$ cat config.mk
export PLATFORM = sky130hd
export DESIGN_NAME = axi_slave_write_ctrl_flat
export DESIGN_NICKNAME = d
export VERILOG_FILES = /design/src/rtl/axi_pkg.sv /design/src/rtl/axi_slave_write_ctrl_if.sv /design/src/rtl/axi_burst_addr_gen.sv /design/src/rtl/axi_slave_write_ctrl.sv /design/src/flat_wrapper.sv
export SDC_FILE = /design/constraint.sdc
export NUM_CORES = 1
export LEC_CHECK = 0
export BUFFER_PORTS_ARGS = -buffer_cell sky130_fd_sc_hd__buf_2
export CORE_MARGIN = 3
export CORE_UTILIZATION = 58
export DETAILED_ROUTE_END_ITERATION = 8
export PLACE_DENSITY = 0.95
export SKIP_CTS_REPAIR_TIMING = 1
export SKIP_LAST_GASP = 1
export SYNTH_ARGS = -nofsm -noshare
export SYNTH_HDL_FRONTEND = slang
export SYNTH_SLANG_ARGS = --single-unit
$ cat constraint.sdc
create_clock -name clock -period 7.45 [get_ports clock]
set_input_delay 0.3725 -clock clock [delete_from_list [all_inputs] [get_ports clock]]
set_output_delay 0.3725 -clock clock [all_outputs]
set_load 0.03 [all_outputs]
$ cat src/rtl/axi_pkg.sv
// ----------------------------------------------------------------------------
// axi_pkg: shared AXI4 burst, response and FSM-state definitions.
// Rev 1.0
// ----------------------------------------------------------------------------
`default_nettype none

package axi_pkg;

  localparam int AXI_ADDR_W = 32;
  localparam int AXI_DATA_W = 32;
  localparam int AXI_ID_W   = 4;

  typedef enum logic [1:0] {
    BURST_FIXED = 2'b00,
    BURST_INCR  = 2'b01,
    BURST_WRAP  = 2'b10,
    BURST_RSVD  = 2'b11
  } burst_t;

  localparam logic [1:0] RESP_OKAY   = 2'b00;
  localparam logic [1:0] RESP_EXOKAY = 2'b01;
  localparam logic [1:0] RESP_SLVERR = 2'b10;
  localparam logic [1:0] RESP_DECERR = 2'b11;

  typedef enum logic [1:0] {
    ST_IDLE = 2'd0,
    ST_DATA = 2'd1,
    ST_RESP = 2'd2
  } wr_state_t;

endpackage

`default_nettype wire

$ cat src/rtl/axi_slave_write_ctrl_if.sv
// ----------------------------------------------------------------------------
// axi_slave_write_ctrl_if: AXI4 AW/W/B channel bundle with master/slave views.
// Rev 1.0
// ----------------------------------------------------------------------------
`default_nettype none

interface axi_slave_write_ctrl_if #(
  parameter int ADDR_W = 32,
  parameter int DATA_W = 32,
  parameter int ID_W   = 4
);

  logic [ID_W-1:0]     awid;
  logic [ADDR_W-1:0]   awaddr;
  logic [3:0]          awlen;
  logic [2:0]          awsize;
  logic [1:0]          awburst;
  logic                awvalid;
  logic                awready;

  logic [DATA_W-1:0]   wdata;
  logic [DATA_W/8-1:0] wstrb;
  logic                wlast;
  logic                wvalid;
  logic                wready;

  logic [ID_W-1:0]     bid;
  logic [1:0]          bresp;
  logic                bvalid;
  logic                bready;

  modport slave (
    input  awid, awaddr, awlen, awsize, awburst, awvalid,
    output awready,
    input  wdata, wstrb, wlast, wvalid,
    output wready,
    output bid, bresp, bvalid,
    input  bready
  );

  modport master (
    output awid, awaddr, awlen, awsize, awburst, awvalid,
    input  awready,
    output wdata, wstrb, wlast, wvalid,
    input  wready,
    input  bid, bresp, bvalid,
    output bready
  );

endinterface

`default_nettype wire

$ cat src/rtl/axi_burst_addr_gen.sv
// ----------------------------------------------------------------------------
// axi_burst_addr_gen: next beat address for FIXED/INCR/WRAP bursts.
// Rev 1.0
// ----------------------------------------------------------------------------
`default_nettype none

module axi_burst_addr_gen
  import axi_pkg::*;
#(
  parameter int ADDR_W = AXI_ADDR_W
) (
  input  logic [ADDR_W-1:0] addr_i,
  input  logic [2:0]        size_i,
  input  logic [3:0]        len_i,
  input  burst_t            burst_i,
  output logic [ADDR_W-1:0] next_addr_o
);

  logic [ADDR_W-1:0] w_step;
  logic [ADDR_W-1:0] w_total;
  logic [ADDR_W-1:0] w_mask;
  logic [ADDR_W-1:0] w_incr;

  assign w_step  = ADDR_W'(1) << size_i;
  assign w_total = (ADDR_W'(len_i) + ADDR_W'(1)) << size_i;
  assign w_mask  = w_total - ADDR_W'(1);
  assign w_incr  = addr_i + w_step;

  always_comb begin
    next_addr_o = addr_i;
    case (burst_i)
      BURST_FIXED: next_addr_o = addr_i;
      BURST_INCR:  next_addr_o = w_incr;
      // The wrap window is the burst-sized, burst-aligned block holding addr_i.
      BURST_WRAP:  next_addr_o = (addr_i & ~w_mask) | (w_incr & w_mask);
      default:     next_addr_o = addr_i;
    endcase
  end

endmodule

`default_nettype wire

$ cat src/rtl/axi_slave_write_ctrl.sv
// ----------------------------------------------------------------------------
// axi_slave_write_ctrl: AXI4 write responder driving a registered word-memory port.
// Rev 1.0
// ----------------------------------------------------------------------------
`default_nettype none

module axi_slave_write_ctrl
  import axi_pkg::*;
#(
  parameter int                ADDR_W    = AXI_ADDR_W,
  parameter int                DATA_W    = AXI_DATA_W,
  parameter int                ID_W      = AXI_ID_W,
  parameter logic [ADDR_W-1:0] MEM_BASE  = '0,
  parameter int                MEM_BYTES = 4096
) (
  input  logic                  clock,
  input  logic                  reset,
  axi_slave_write_ctrl_if.slave axi,
  output logic                  mem_we,
  output logic [ADDR_W-1:0]     mem_addr,
  output logic [DATA_W-1:0]     mem_wdata,
  output logic [DATA_W/8-1:0]   mem_be
);

  localparam int                c_strb_w     = DATA_W / 8;
  localparam int                c_size_max   = $clog2(c_strb_w);
  localparam logic [ADDR_W-1:0] c_align_mask = ~ADDR_W'(c_strb_w - 1);
  localparam logic [ADDR_W:0]   c_win_bytes  = (ADDR_W + 1)'(MEM_BYTES);

  wr_state_t             state_q;
  logic                  awready_q;
  logic                  wready_q;
  logic                  bvalid_q;
  logic [ID_W-1:0]       bid_q;
  logic [1:0]            bresp_q;
  logic [ADDR_W-1:0]     addr_q;
  logic [3:0]            len_q;
  logic [2:0]            size_q;
  burst_t                burst_q;
  logic [3:0]            beat_cnt_q;
  logic                  err_q;
  logic                  supp_q;
  logic                  mem_we_q;
  logic [ADDR_W-1:0]     mem_addr_q;
  logic [DATA_W-1:0]     mem_wdata_q;
  logic [c_strb_w-1:0]   mem_be_q;

  logic [ADDR_W-1:0]     w_aw_step;
  burst_t                w_aw_burst;
  logic                  w_aw_err;
  logic [ADDR_W-1:0]     w_offset;
  logic                  w_in_range;
  logic                  w_last_beat;
  logic                  w_wlast_err;
  logic                  err_d;
  logic [ADDR_W-1:0]     w_next_addr;

  // Conditions that make the whole burst unwritable, judged on the AW request.
  assign w_aw_step  = ADDR_W'(1) << axi.awsize;
  assign w_aw_burst = burst_t'(axi.awburst);
  assign w_aw_err   = (w_aw_burst == BURST_RSVD)
                    | (int'(axi.awsize) > c_size_max)
                    | ((w_aw_burst == BURST_WRAP) && !(axi.awlen inside {4'd1, 4'd3, 4'd7, 4'd15}))
                    | (|(axi.awaddr & (w_aw_step - ADDR_W'(1))));

  assign w_offset    = addr_q - MEM_BASE;
  assign w_in_range  = {1'b0, w_offset} < c_win_bytes;
  assign w_last_beat = (beat_cnt_q == len_q);
  assign w_wlast_err = axi.wlast ^ w_last_beat;
  assign err_d       = err_q | ~w_in_range | w_wlast_err;

  axi_burst_addr_gen #(
    .ADDR_W (ADDR_W)
  ) u_addr_gen (
    .addr_i      (addr_q),
    .size_i      (size_q),
    .len_i       (len_q),
    .burst_i     (burst_q),
    .next_addr_o (w_next_addr)
  );

  always_ff @(posedge clock) begin
    if (reset) begin
      state_q     <= ST_IDLE;
      awready_q   <= 1'b0;
      wready_q    <= 1'b0;
      bvalid_q    <= 1'b0;
      bid_q       <= '0;
      bresp_q     <= RESP_OKAY;
      addr_q      <= '0;
      len_q       <= '0;
      size_q      <= '0;
      burst_q     <= BURST_FIXED;
      beat_cnt_q  <= '0;
      err_q       <= 1'b0;
      supp_q      <= 1'b0;
      mem_we_q    <= 1'b0;
      mem_addr_q  <= '0;
      mem_wdata_q <= '0;
      mem_be_q    <= '0;
    end else begin
      mem_we_q <= 1'b0;
      case (state_q)
        ST_IDLE: begin
          if (!awready_q) begin
            awready_q <= 1'b1;
          end else if (axi.awvalid) begin
            bid_q      <= axi.awid;
            addr_q     <= axi.awaddr;
            len_q      <= axi.awlen;
            size_q     <= axi.awsize;
            burst_q    <= w_aw_burst;
            beat_cnt_q <= '0;
            err_q      <= w_aw_err;
            supp_q     <= w_aw_err;
            awready_q  <= 1'b0;
            wready_q   <= 1'b1;
            state_q    <= ST_DATA;
          end
        end
        ST_DATA: begin
          if (axi.wvalid && wready_q) begin
            // wlast errors still commit in-range beats; only AW errors gate writes.
            mem_we_q    <= w_in_range & ~supp_q;
            mem_addr_q  <= addr_q & c_align_mask;
            mem_wdata_q <= axi.wdata;
            mem_be_q    <= axi.wstrb;
            addr_q      <= w_next_addr;
            beat_cnt_q  <= beat_cnt_q + 4'd1;
            err_q       <= err_d;
            if (w_last_beat) begin
              wready_q <= 1'b0;
              bvalid_q <= 1'b1;
              bresp_q  <= err_d ? RESP_SLVERR : RESP_OKAY;
              state_q  <= ST_RESP;
            end
          end
        end
        ST_RESP: begin
          if (axi.bready) begin
            bvalid_q  <= 1'b0;
            awready_q <= 1'b1;
            state_q   <= ST_IDLE;
          end
        end
        default: begin
          awready_q <= 1'b0;
          wready_q  <= 1'b0;
          bvalid_q  <= 1'b0;
          state_q   <= ST_IDLE;
        end
      endcase
    end
  end

  assign axi.awready = awready_q;
  assign axi.wready  = wready_q;
  assign axi.bvalid  = bvalid_q;
  assign axi.bid     = bid_q;
  assign axi.bresp   = bresp_q;

  assign mem_we    = mem_we_q;
  assign mem_addr  = mem_addr_q;
  assign mem_wdata = mem_wdata_q;
  assign mem_be    = mem_be_q;

endmodule

`default_nettype wire

$ cat src/flat_wrapper.sv
// flat-port wrapper written by rule: the top's interface ports become plain ports
module axi_slave_write_ctrl_flat import axi_pkg::*;
#(
  parameter int                ADDR_W    = AXI_ADDR_W,
  parameter int                DATA_W    = AXI_DATA_W,
  parameter int                ID_W      = AXI_ID_W,
  parameter logic [ADDR_W-1:0] MEM_BASE  = '0,
  parameter int                MEM_BYTES = 4096
)
  (clock, reset, mem_we, mem_addr, mem_wdata, mem_be, axi_awid, axi_awaddr, axi_awlen, axi_awsize, axi_awburst, axi_awvalid, axi_awready, axi_wdata, axi_wstrb, axi_wlast, axi_wvalid, axi_wready, axi_bid, axi_bresp, axi_bvalid, axi_bready);
  axi_slave_write_ctrl_if #(.ADDR_W(ADDR_W), .DATA_W(DATA_W), .ID_W(ID_W)) axi_i ();
  input  logic clock;
  input  logic reset;
  output logic mem_we;
  output logic [ADDR_W-1:0] mem_addr;
  output logic [DATA_W-1:0] mem_wdata;
  output logic [DATA_W/8-1:0] mem_be;
  input wire logic [$bits(axi_i.awid)-1:0] axi_awid;
  input wire logic [$bits(axi_i.awaddr)-1:0] axi_awaddr;
  input wire logic [$bits(axi_i.awlen)-1:0] axi_awlen;
  input wire logic [$bits(axi_i.awsize)-1:0] axi_awsize;
  input wire logic [$bits(axi_i.awburst)-1:0] axi_awburst;
  input wire logic [$bits(axi_i.awvalid)-1:0] axi_awvalid;
  output wire logic [$bits(axi_i.awready)-1:0] axi_awready;
  input wire logic [$bits(axi_i.wdata)-1:0] axi_wdata;
  input wire logic [$bits(axi_i.wstrb)-1:0] axi_wstrb;
  input wire logic [$bits(axi_i.wlast)-1:0] axi_wlast;
  input wire logic [$bits(axi_i.wvalid)-1:0] axi_wvalid;
  output wire logic [$bits(axi_i.wready)-1:0] axi_wready;
  output wire logic [$bits(axi_i.bid)-1:0] axi_bid;
  output wire logic [$bits(axi_i.bresp)-1:0] axi_bresp;
  output wire logic [$bits(axi_i.bvalid)-1:0] axi_bvalid;
  input wire logic [$bits(axi_i.bready)-1:0] axi_bready;
  assign axi_i.awid = axi_awid;
  assign axi_i.awaddr = axi_awaddr;
  assign axi_i.awlen = axi_awlen;
  assign axi_i.awsize = axi_awsize;
  assign axi_i.awburst = axi_awburst;
  assign axi_i.awvalid = axi_awvalid;
  assign axi_awready = axi_i.awready;
  assign axi_i.wdata = axi_wdata;
  assign axi_i.wstrb = axi_wstrb;
  assign axi_i.wlast = axi_wlast;
  assign axi_i.wvalid = axi_wvalid;
  assign axi_wready = axi_i.wready;
  assign axi_bid = axi_i.bid;
  assign axi_bresp = axi_i.bresp;
  assign axi_bvalid = axi_i.bvalid;
  assign axi_i.bready = axi_bready;
  axi_slave_write_ctrl #(.ADDR_W(ADDR_W), .DATA_W(DATA_W), .ID_W(ID_W), .MEM_BASE(MEM_BASE), .MEM_BYTES(MEM_BYTES)) u_core (.clock(clock), .reset(reset), .axi(axi_i), .mem_we(mem_we), .mem_addr(mem_addr), .mem_wdata(mem_wdata), .mem_be(mem_be));
endmodule
### After elaboration in Yosys (flattened, before gate mapping)

Cells that the tools add are included.

| cells by class | value |
|---|---|
| multiplexer cells | 33 |
| div/mod/pow operators | 0 |
| bitwise operators | 18 |
| shift operators | 3 |
| $mul | 0 |
| reductions and logical operators | 17 |
| order comparisons | 2 |
| equal/unequal tests | 17 |
| $add $sub $neg | 5 |

Operators by type and width:

| operator | number |
|---|---|
| $pmux 32 s2 | 2 |
| $and 32x32->32 | 3 |
| $mux 32 | 3 |
| $shl 1x3->32 const A | 2 |
| $sub 32x1->32 const B | 2 |
| $add 32x32->32 | 1 |
| $lt 32x13->1 const B | 1 |
| $not 32->32 | 1 |
| $or 32x32->32 | 1 |
| $reduce_or 32->1 | 1 |
| $shl 5x3->32 | 1 |
| $reduce_and 5->1 | 3 |
| $mux 1 | 13 |
| $mux 2 | 6 |
| $mux 4 | 3 |
| $pmux 1 s3 | 3 |
| $eq 2x2->1 const B | 4 |
| $pmux 4 s2 | 1 |
| $reduce_and 4->1 | 2 |
| $ne 2x1->1 const B | 3 |
| $not 1->1 | 6 |
| $pmux 2 s3 | 1 |
| $reduce_and 3->1 | 2 |
| $add 4x1->5 const B | 1 |
| 21 further kinds | 29 |

| word-level totals | value |
|---|---|
| output and inout port bits | 78 |
| logic and storage cells | 112 |
| bits in latches | 0 |
| memory bits (writable) | 0 |
| bits in read-only memories | 0 |
| register bits | 125 |
| memories kept | 0 |

### Longest topological paths before layout

Gate-level depths: netlist of the first run.

| logic depth | value |
|---|---|
| word-level depth | 9 |
| mapped depth | 15 |
| gate-level depth less buffers | 12 |

### Cells and area by module

Synthesis of the first run repeated with hierarchy kept, for this count alone.

| second synthesis, totals | value |
|---|---|
| cells, all modules | 994 |
| area, all modules | 7380.8 µm² |

By module, submodules not included:

| module | seq. area each (µm²) | instances | cells an instance | area each (µm²) |
|---|---|---|---|---|
| axi_slave_write_ctrl | 2482.4 | 1 | 614 | 4893.4 |
| axi_burst_addr_gen | 0.0 | 1 | 380 | 2487.4 |

### Worst setup path after synthesis of the first run

Ideal clock, no wire load.

| timing path | value |
|---|---|
| path kind | reg2reg |
| start point | reg u_core.size_q[1] |
| end point | reg (tool-made name) |
| library setup time | 0.132 ns |
| clock period less this slack | 3.100 ns |
| setup slack | 4.350 ns |
| stages on the path, launching flop included | 15 |
| arrival time | 2.968 ns |
| cells stage by stage | dfxtp_1 -> clkbuf_1 -> clkbuf_1 -> nor3_1 -> ha_1 -> inv_1 -> fa_1 -> nor2b_1 -> o31a_1 -> o32ai_1 -> nor2_1 -> nand3_1 -> xnor2_1 -> a221oi_1 -> nor3_1 |

RTL lines:

| element | RTL line | text |
|---|---|---|
| start: declaration | axi_slave_write_ctrl.sv:38 | `logic [2:0] size_q;` |
| start signal: assignment | axi_slave_write_ctrl.sv:111 | `size_q <= axi.awsize;` |

==> results of run 1 <==
[logic make-up (layout without fill, tap and decap cells)]
logic type      Yosys count  count (layout)  share of synthesized area
simple gates            378             378                      0.259
mux                       5               5                    0.00777
other cells               1               3                   0.000568
buf+inv                  78             216                     0.0500
xor+xnor                 25              25                     0.0332
fa+ha+maj                15              15                     0.0296
flops                   124             124                      0.376
compound gates          253             253                      0.244
[report_power, final]
| part | switching, mW | internal (mW) |
|---|---|---|
| combinational | 0.137 | 0.0881 |
| clock | 0.299 | 0.564 |
| sequential | 0.0359 | 0.686 |
[worst min path at each step]
stage / start / end / slack (ns)
after floorplan: u_core.supp_q$_SDFFE_PP0P_ / u_core.mem_we$_SDFF_PP0_ / 0.40
after global placement: u_core.supp_q$_SDFFE_PP0P_ / u_core.mem_we$_SDFF_PP0_ / 0.41
after detailed placement: u_core.supp_q$_SDFFE_PP0P_ / u_core.mem_we$_SDFF_PP0_ / 0.43
after CTS: axi_wdata[16] / u_core.mem_wdata[16]$_SDFFE_PP0P_ / 0.17
after global routing: axi_wdata[14] / u_core.mem_wdata[14]$_SDFFE_PP0P_ / 0.18
final: axi_wdata[23] / u_core.mem_wdata[23]$_SDFFE_PP0P_ / 0.19
[worst max-delay path, delay by kind of cell, from the launching register on]
family / cells / cell delay [ns]
simple gates: 2 / 0.60
flops: 1 / 0.63
xor+xnor: 1 / 0.17
compound gates: 5 / 1.77
fa+ha+maj: 1 / 0.43
[final cells by class]
| class | count | area [um2] | share of cell area |
|---|---|---|---|
| multi-input cells | 679 | 3820 | 0.476 |
| flip-flops and latches | 124 | 2480 | 0.309 |
| repair buffers | 168 | 861 | 0.107 |
| clock buffers | 24 | 492 | 0.0613 |
| well taps | 140 | 175 | 0.0218 |
| clock inverters | 8 | 131 | 0.0164 |
| inverters | 16 | 60.1 | 0.00749 |
[layer usage]
metal,global-route usage,part of all wire,vias up
met2,0.484,0.46,350
li1,-,-,3362
met3,0.0829,0.10,46
met5,0,0,-
met4,0.118,0.023,0
met1,0.377,0.42,3104
[placed cells by master (no fill, tap or decap), drive strengths merged, types with 5 or more instances in the layout]
master  count
nand2     210
buf       168
a21oi     126
dfxtp     124
nor2       52
o21ai      28
clkbuf     24
nor3       21
inv        17
ha         14
nand3      14
o21a       13
xnor2      13
nand4      12
xor2       12
a211oi     10
and3       10
nand2b      9
a22o        9
a311oi      8
or3         8
nor2b       7
nor4        7
and2        7
o31ai       7
a221oi      6
nand3b      5
==> results.toml, run 1 <==
[layout]
fin_util = 0.730
fill_cells = 834
design_area_um2 = 8020
drive_above_1_share = 0.208
stdcell_count = 1159
n_antenna_cell = 0
area_growth_pct = 21.5
nets = 1108

[grt]
grt_antenna_before_repair = 0
grt_usage = 0.298
grt_pass1_wl_um = 31000
grt_max_degree = 62
grt_pass1_vias = 6539
grt_overflow = 0

[sta]
worst_pin_slew_ns = 1.04
clock.fmax_mhz = 269
rsz0062_at_grt = "no"
hold_viol_final = 0
hold_ws_ns = 0.188
min_period_over_period = 0.498
fin_worst_skew_ns = 0.00584
slew-limit-headroom = 0.297
setup_viol_count_final = 0
slew_violations = 0
setup_tns_ns = 0
layout_min_cycle_time_ns = 3.71
setup_ws_ns = 3.74

[routing]
antenna_left = 0
avgViaCountPerCell = 5.92
wl_per_cell_um = 16.4
drt-initial-drc-count = 599
vias = 6862
drc = 0
wl_um = 19000
drt-pass1-iter-count = 7

[floorplan]
die_h_um = 113
pin_count = 165
die_w_um = 113
row_count = 38
dieArea_um2 = 12700
core_area_um2 = 11000
start_util = 0.601

[synth]
synthTopCellsByCount = "nand2_1 (210), a21oi_1 (126), dfxtp_1 (124)"
yosysMostFrequentCell = "nand2_1"
synth.distinct_cells = 70
avgSynthCellArea_um2 = 7.51
synth-async-reset-ratio = 0
ys_seq_elements = 124
ys_seq_area_frac = 0.376
synth_cells = 879
synth_enable_flop_cells = 0
synthFlopType = "dfxtp_1"
yosysWarnings = 0
yosys.area.top_type_share = 0.376
synth_top_cell_by_area = "dfxtp_1"
synthesis.area_um2 = 6600
synth_area_leaders = "dfxtp_1 (38%), nand2_1 (12%), a21oi_1 (9.5%)"

[critical_path]
cp_cell_sequence = "ha_1 > xor2_1 > a221o_1 > a221oi_4 > nand4_1 > or3_1 > o21ai_1 > o22ai_1 > a22o_1"
timing.rr.start = "u_core.len_q[0]$_SDFFE_PP0P_"
max_stage_delay_ns = 0.63
end_kind = "flip-flop"
worstSetupStartpoint = "u_core.len_q[0]$_SDFFE_PP0P_"
path_max_fanout = 14
worstRegToRegCells = 9
cp_slowest_cell = "dfxtp_1"
required_ns = 7.76
reg2reg_slack_ns = 3.74
path_class = "reg2reg"
cp.arrival_ns = 4.02
start_kind = "flip-flop"

[clock_tree]
cts_made_buffers = 17
cts.sinks = 124
htreeDepth = 4
cts_tree = "yes"
path_clk_slew_ns = 0.06
clk_latency_ns = 0.42
clk_path_buf_depth = 2
root_buffer = "clkbuf_16"

[place]
placed_area_um2 = 7400
dp_cells = 1127
post-dp-hpwl_um = 13300
port_buffers = 161
gp_congestion = 0.967
preCtsSetupSlack_ns = 3.84

[power]
irDropWorstVdd_uv = 227
p_leak_nw = 3.29
p_total_mw = 1.81
power_density_nw_per_um2 = 226

[hold_path]
hp-class = "in2reg"
hold_depth = 3

[run_status]
status = "completed"

[flow_run]
cap_violations = 0
Note: power is estimated with default switching activity, not from simulation.
==> inputs of run 2 (changes only) <==
--- a/config.mk
+++ b/config.mk
@@ -5,11 +5,12 @@
 export SDC_FILE = /design/constraint.sdc
 export NUM_CORES = 1
 export LEC_CHECK = 0
+export ABC_AREA = 1
 export BUFFER_PORTS_ARGS = -buffer_cell sky130_fd_sc_hd__buf_2
 export CORE_MARGIN = 3
-export CORE_UTILIZATION = 58
+export CORE_UTILIZATION = 49
 export DETAILED_ROUTE_END_ITERATION = 8
-export PLACE_DENSITY = 0.95
+export PLACE_DENSITY = 0.89
 export SKIP_CTS_REPAIR_TIMING = 1
 export SKIP_LAST_GASP = 1
 export SYNTH_ARGS = -nofsm -noshare
==> constraint.sdc (replaced) <==
create_clock -name clock -period 3 [get_ports clock]
set_input_delay 0.15 -clock clock [delete_from_list [all_inputs] [get_ports clock]]
set_output_delay 0.15 -clock clock [all_outputs]
set_load 0.03 [all_outputs]
==> results.toml, run 2 <==
[routing]
drt-initial-drc-count = 841
drc = 0
drt-pass1-iter-count = 5
wl_per_cell_um = 15.4
avgViaCountPerCell = 5.51
antenna_left = 0
vias = 7455
wl_um = 20900

[power]
swShare = 0.407
p_comb_frac = 0.384
power_frac_seq = 0.318
power.switching_mw = 2.87
irDropWorstVdd_uv = 415
p_leak_nw = 4.08
clkPwrFrac = 0.297
power_density_nw_per_um2 = 823
internal_power_mw = 4.17

[sta]
layout_min_cycle_time_ns = 2.76
slew_violations = 0
worst_pin_slew_ns = 0.808
setup_viol_count_final = 0
hold_ws_ns = -0.0259
clock.fmax_mhz = 363
slew-limit-headroom = 0.461
min_period_over_period = 0.919
fin_worst_skew_ns = 0.0108
hold_viol_final = 5

[grt]
grt_pass1_vias = 6754
grt_usage = 0.267
grt_pass1_wl_um = 32100
grt_max_degree = 96
grt_antenna_before_repair = 0
grt_overflow = 0

[critical_path]
path_class = "reg2reg"
critical_path.top_delay_family = "simple AND/OR/NAND/NOR gates"
start_kind = "flip-flop"
cp_slowest_cell = "fa_1"
crit_buf_inv = 2
path_max_fanout = 5
required_ns = 3.28
crit_top_cell = "nand2_1"
end_kind = "flip-flop"
max_stage_delay_ns = 0.36
cp_cell_sequence = "nor3_1 > ha_2 > inv_1 > fa_1 > inv_1 > nand3_1 > nand2_1 > nand4_1 > nand2_1 > nand2_2 > nor2_4 > nand3_4 > nor2_2 > nand2_1 > nand2_1 > nand3_1 > nand2_1 > a21oi_1"
cp.arrival_ns = 3.04

[layout]
stdcell_count = 1354
nets = 1272
drive_above_1_share = 0.211
n_antenna_cell = 0
layout_commonest_cell = "nand2_1"
fin_util = 0.662
final_cell_mix = "nand2_1 (181), buf_2 (161), nor2_1 (155)"
area_growth_pct = 28.5

[floorplan]
row_count = 41
die_w_um = 123
die_h_um = 123
pin_count = 165
core_area_um2 = 12900
start_util = 0.515
dieArea_um2 = 15000

[synth]
synth_compound_area_frac = 0.180
synthFlopType = "dfxtp_1"
synth_top_cell_by_area = "dfxtp_1"
muxShareOfSynthArea = 0.00150
synthXorXnorAreaFrac = 0.0210
synth-simple-area-share = 0.310
synth_top_family_by_area = "simple AND/OR/NAND/NOR gates"
synth-async-reset-ratio = 0
synthTopCellsByCount = "nand2_1 (182), nor2_1 (158), dfxtp_1 (124)"
yosys.area.top_type_share = 0.373
synth_cells = 987
ys_seq_area_frac = 0.373
synth_area_leaders = "dfxtp_1 (37%), nand2_1 (10%), nor2_1 (8.9%)"
yosysMostFrequentCell = "nand2_1"
ys_seq_elements = 124
yosysWarnings = 0
synth_adder_area_share = 0.0293
avgSynthCellArea_um2 = 6.75
synth_enable_flop_cells = 0
synthesis.area_um2 = 6660
synth.distinct_cells = 53

[clock_tree]
htreeDepth = 4
path_clk_slew_ns = 0.06
cts_made_buffers = 17
clk_latency_ns = 0.42
clk_path_buf_depth = 2
cts_tree = "yes"
cts.sinks = 124
root_buffer = "clkbuf_16"

[place]
gp_congestion = 0.939
dp_cells = 1288
post-dp-hpwl_um = 14000
port_buffers = 161

[run_status]
status = "finished with violations"
violations = "hold timing"

[hold_path]
hp-class = "in2reg"

[flow_run]
cap_violations = 0
## run 2: cell count changes in the layout (fill, tap and decap cells not counted), sizes merged, moves of 10 or more
| cell | change |
|---|---|
| a21oi | -38 |
| and3 | -10 |
| dlygate4sd3 | +35 |
| inv | +73 |
| nand2 | -21 |
| nand3 | +47 |
| nand4 | +13 |
| nor2 | +111 |
| o21a | -12 |
| o21ai | +89 |
| xnor2 | -10 |
## run 2: power groups by stage
stage               clock [mW]  combinational, mW  sequential, mW
finish                    2.09               2.71            2.24
global route              2.19               3.02            2.28
CTS                       2.11               2.62            2.22
detailed placement           0               2.60            2.25
global placement             0               2.56            2.24
floorplan                    0               1.83            2.36
## run 2: area by class of cell
class	count	area [um2]
Clock inverter	11	143
Sequential cell	124	2480
Fill cell	1111	4370
Multi-Input combinational cell	729	3660
Inverter	91	348
Tap cell	172	215
Timing Repair Buffer	207	1250
Clock buffer	20	457
## run 2: path summary, 6_finish.rpt
check	startpoint	endpoint	slack [ns]	depth (start not counted)
setup / recovery	u_core.size_q[0]$_SDFFE_PP0P_	flip-flop	0.24	18
hold reg to reg	u_core.supp_q$_SDFFE_PP0P_	u_core.mem_we$_SDFF_PP0_	0.43	1
setup reg to reg	u_core.size_q[0]$_SDFFE_PP0P_	flip-flop	0.24	18
hold / removal	axi_wdata[24]	u_core.mem_wdata[24]$_SDFFE_PP0P_	-0.03	3
## run 2: routing by layer
metal / vias to the layer above / part of all wire / track usage
met3: 50 / 0.096 / 0.0760
met5: - / 0 / 0
met2: 399 / 0.46 / 0.419
met4: 0 / 0.027 / 0.106
li1: 3630 / - / -
met1: 3376 / 0.42 / 0.348
## run 2: cell families after synthesis
kind of cell | Yosys count
xor gates and xnor gates | 16
muxes | 1
buffers and inverters | 136
adders and majority gates | 15
other | 1
and+or+nand+nor | 467
DFF | 124
AOI/OAI and AO/OA | 227
## run 2: metrics by stage
stage               hold slack (ns)  instance area (um2)  total power [mW]  TNS, ns  setup slack (ns)
floorplan                     0.285                 6670              4.18        0             0.255
global placement              0.369                 7570              4.80        0             0.127
detailed placement            0.378                 7570              4.85        0            0.0768
CTS                         -0.0600                 8170              6.95        0            0.0503
global route               -0.00787                 8560              7.48  -0.0124          -0.00655
finish                      -0.0259                 8560              7.04        0             0.244
## run 2: worst reg2reg max path, stage by stage (launching register included)
cell and delay (ns):
dfxtp_1 0.32, nor3_1 0.19, ha_2 0.25, inv_1 0.07
fa_1 0.36, inv_1 0.10, nand3_1 0.07, nand2_1 0.11
nand4_1 0.08, nand2_1 0.16, nand2_2 0.12, nor2_4 0.15
nand3_4 0.12, nor2_2 0.16, nand2_1 0.08, nand2_1 0.07
nand3_1 0.06, nand2_1 0.09, a21oi_1 0.06
==> inputs of run 3 (changes only) <==
--- a/config.mk
+++ b/config.mk
@@ -5,7 +5,7 @@
 export SDC_FILE = /design/constraint.sdc
 export NUM_CORES = 1
 export LEC_CHECK = 0
-export ABC_AREA = 1
+export ABC_AREA = 0
 export BUFFER_PORTS_ARGS = -buffer_cell sky130_fd_sc_hd__buf_2
 export CORE_MARGIN = 3
 export CORE_UTILIZATION = 49
==> results.toml, run 3 (synthesis gave the netlist of run 1 again) <==
[critical_path]
critical_path.top_delay_family = "compound AO/OA/AOI/OAI gates"
required_ns = 3.34
path_depth = 12
timing.rr.start = "u_core.len_q[0]$_SDFFE_PP0P_"
cp_slowest_cell = "or3_4"
start_kind = "flip-flop"
path_max_fanout = 7
crit_buf_inv = 1
worstSetupStartpoint = "u_core.len_q[0]$_SDFFE_PP0P_"
path_class = "reg2reg"
end_kind = "flip-flop"
max_stage_delay_ns = 0.41
cp.arrival_ns = 3.23
cp_cell_sequence = "ha_4 > and3b_1 > a221o_1 > a221oi_4 > nand4_1 > or3_4 > nor3_2 > ha_1 > inv_1 > a21oi_1 > o221ai_1 > a41oi_1"
worstRegToRegCells = 12

[grt]
grt_pass1_vias = 6866
grt_antenna_before_repair = 1
grt_usage = 0.272
grt_pass1_wl_um = 32600
grt_overflow = 0
grt_max_degree = 73

[floorplan]
die_h_um = 122
core_area_um2 = 12900
row_count = 41
pin_count = 165
die_w_um = 122
dieArea_um2 = 14900
start_util = 0.513

[sta]
setup_viol_count_final = 0
fin_worst_skew_ns = 0.00634
hold_viol_final = 5
clock.fmax_mhz = 346
layout_min_cycle_time_ns = 2.89
slew_violations = 0
hold_ws_ns = -0.0123
worst_pin_slew_ns = 0.901
slew-limit-headroom = 0.399
min_period_over_period = 0.964
rsz0062_at_grt = "yes"

[hold_path]
hold_depth = 3
hp-class = "in2reg"
min_from = "axi_awburst[1]"

[layout]
nets = 1190
design_area_um2 = 8950
drive_above_1_share = 0.254
n_antenna_cell = 0
stdcell_count = 1273
final_cell_mix = "nand2_1 (210), buf_2 (160), a21oi_1 (126)"
layout_commonest_cell = "nand2_1"
area_growth_pct = 35.5
fill_cells = 948

[clock_tree]
htreeDepth = 4
clk_path_buf_depth = 2
cts_tree = "yes"
clk_latency_ns = 0.42
cts.sinks = 124
cts_made_buffers = 17
path_clk_slew_ns = 0.05
root_buffer = "clkbuf_16"

[place]
placed_area_um2 = 7760
dp_cells = 1200
gp_congestion = 0.977
port_buffers = 161
post-dp-hpwl_um = 14300

[power]
p_leak_nw = 3.70
irDropWorstVdd_uv = 486
power_density_nw_per_um2 = 540

[routing]
drt-initial-drc-count = 738
avgViaCountPerCell = 5.93
drc = 0
wl_per_cell_um = 17.8
vias = 7553
drt-pass1-iter-count = 5
antenna_left = 0
wl_um = 22700

[run_status]
violations = "hold timing"
status = "finished with violations"

[flow_run]
cap_violations = 0
## run 3: cell count changes in the layout (fill, tap and decap cells not counted), moves of 13 or more
cell | before | now
a21oi_1 | 84 | 126
nor2_1 | 155 | 50
nand4_1 | 25 | 12
nand3_1 | 51 | 12
buf_4 | 10 | 51
inv_1 | 80 | 16
nand2_1 | 181 | 210
o21ai_0 | 107 | 25
## run 3: layout make-up
type	instances	area (um2)	area share
tap	172	215	0.0241
sequential	124	2490	0.278
inverter	16	60.1	0.00671
multi-input combinational	679	3930	0.439
clock inverter	9	181	0.0203
timing repair buffer	250	1580	0.176
clock buffer	23	498	0.0557
## run 3: worst paths after layout
path,to,slack [ns]
max,flip-flop,0.11
min,u_core.burst_q[1]$_SDFFE_PP0P_,-0.01
max reg2reg,flip-flop,0.11
min reg2reg,u_core.mem_addr[14]$_SDFFE_PP0P_,0.45
## run 3: metrics by stage
| stage | power [mW] | setup TNS, ns | setup WS, ns | util |
|---|---|---|---|---|
| CTS | 4.76 | -0.118 | -0.0562 | 0.655 |
| global route | 4.98 | -0.0438 | -0.0295 | 0.695 |
| finish | 4.83 | 0 | 0.108 | 0.695 |
| detailed placement | 2.43 | -0.0454 | -0.0454 | 0.603 |
| floorplan | 2.19 | 0 | 0.0386 | - |
| global placement | 2.41 | 0 | 0.113 | 0.603 |
## run 3: worst reg2reg max path, cell delays in order (launching register included)
cell	delay, ns
dfxtp_2	0.34
ha_4	0.27
and3b_1	0.16
a221o_1	0.32
a221oi_4	0.30
nand4_1	0.16
or3_4	0.41
nor3_2	0.17
ha_1	0.17
inv_1	0.05
a21oi_1	0.12
o221ai_1	0.13
a41oi_1	0.20
## run 3: report_power, final
group          internal [mW]  leakage [nW]  switching, mW
registers               1.71          1.01         0.0815
clock network           1.59         0.322          0.766
logic                  0.301          2.37          0.393
## run 3: layer usage
layer | routed length, um | up-vias | track usage
met1 | 9190 | 3538 | 0.347
met3 | 2170 | 52 | 0.0710
met4 | 531 | 2 | 0.114
met5 | 13 | - | 0
met2 | 10800 | 433 | 0.436
li1 | - | 3528 | -
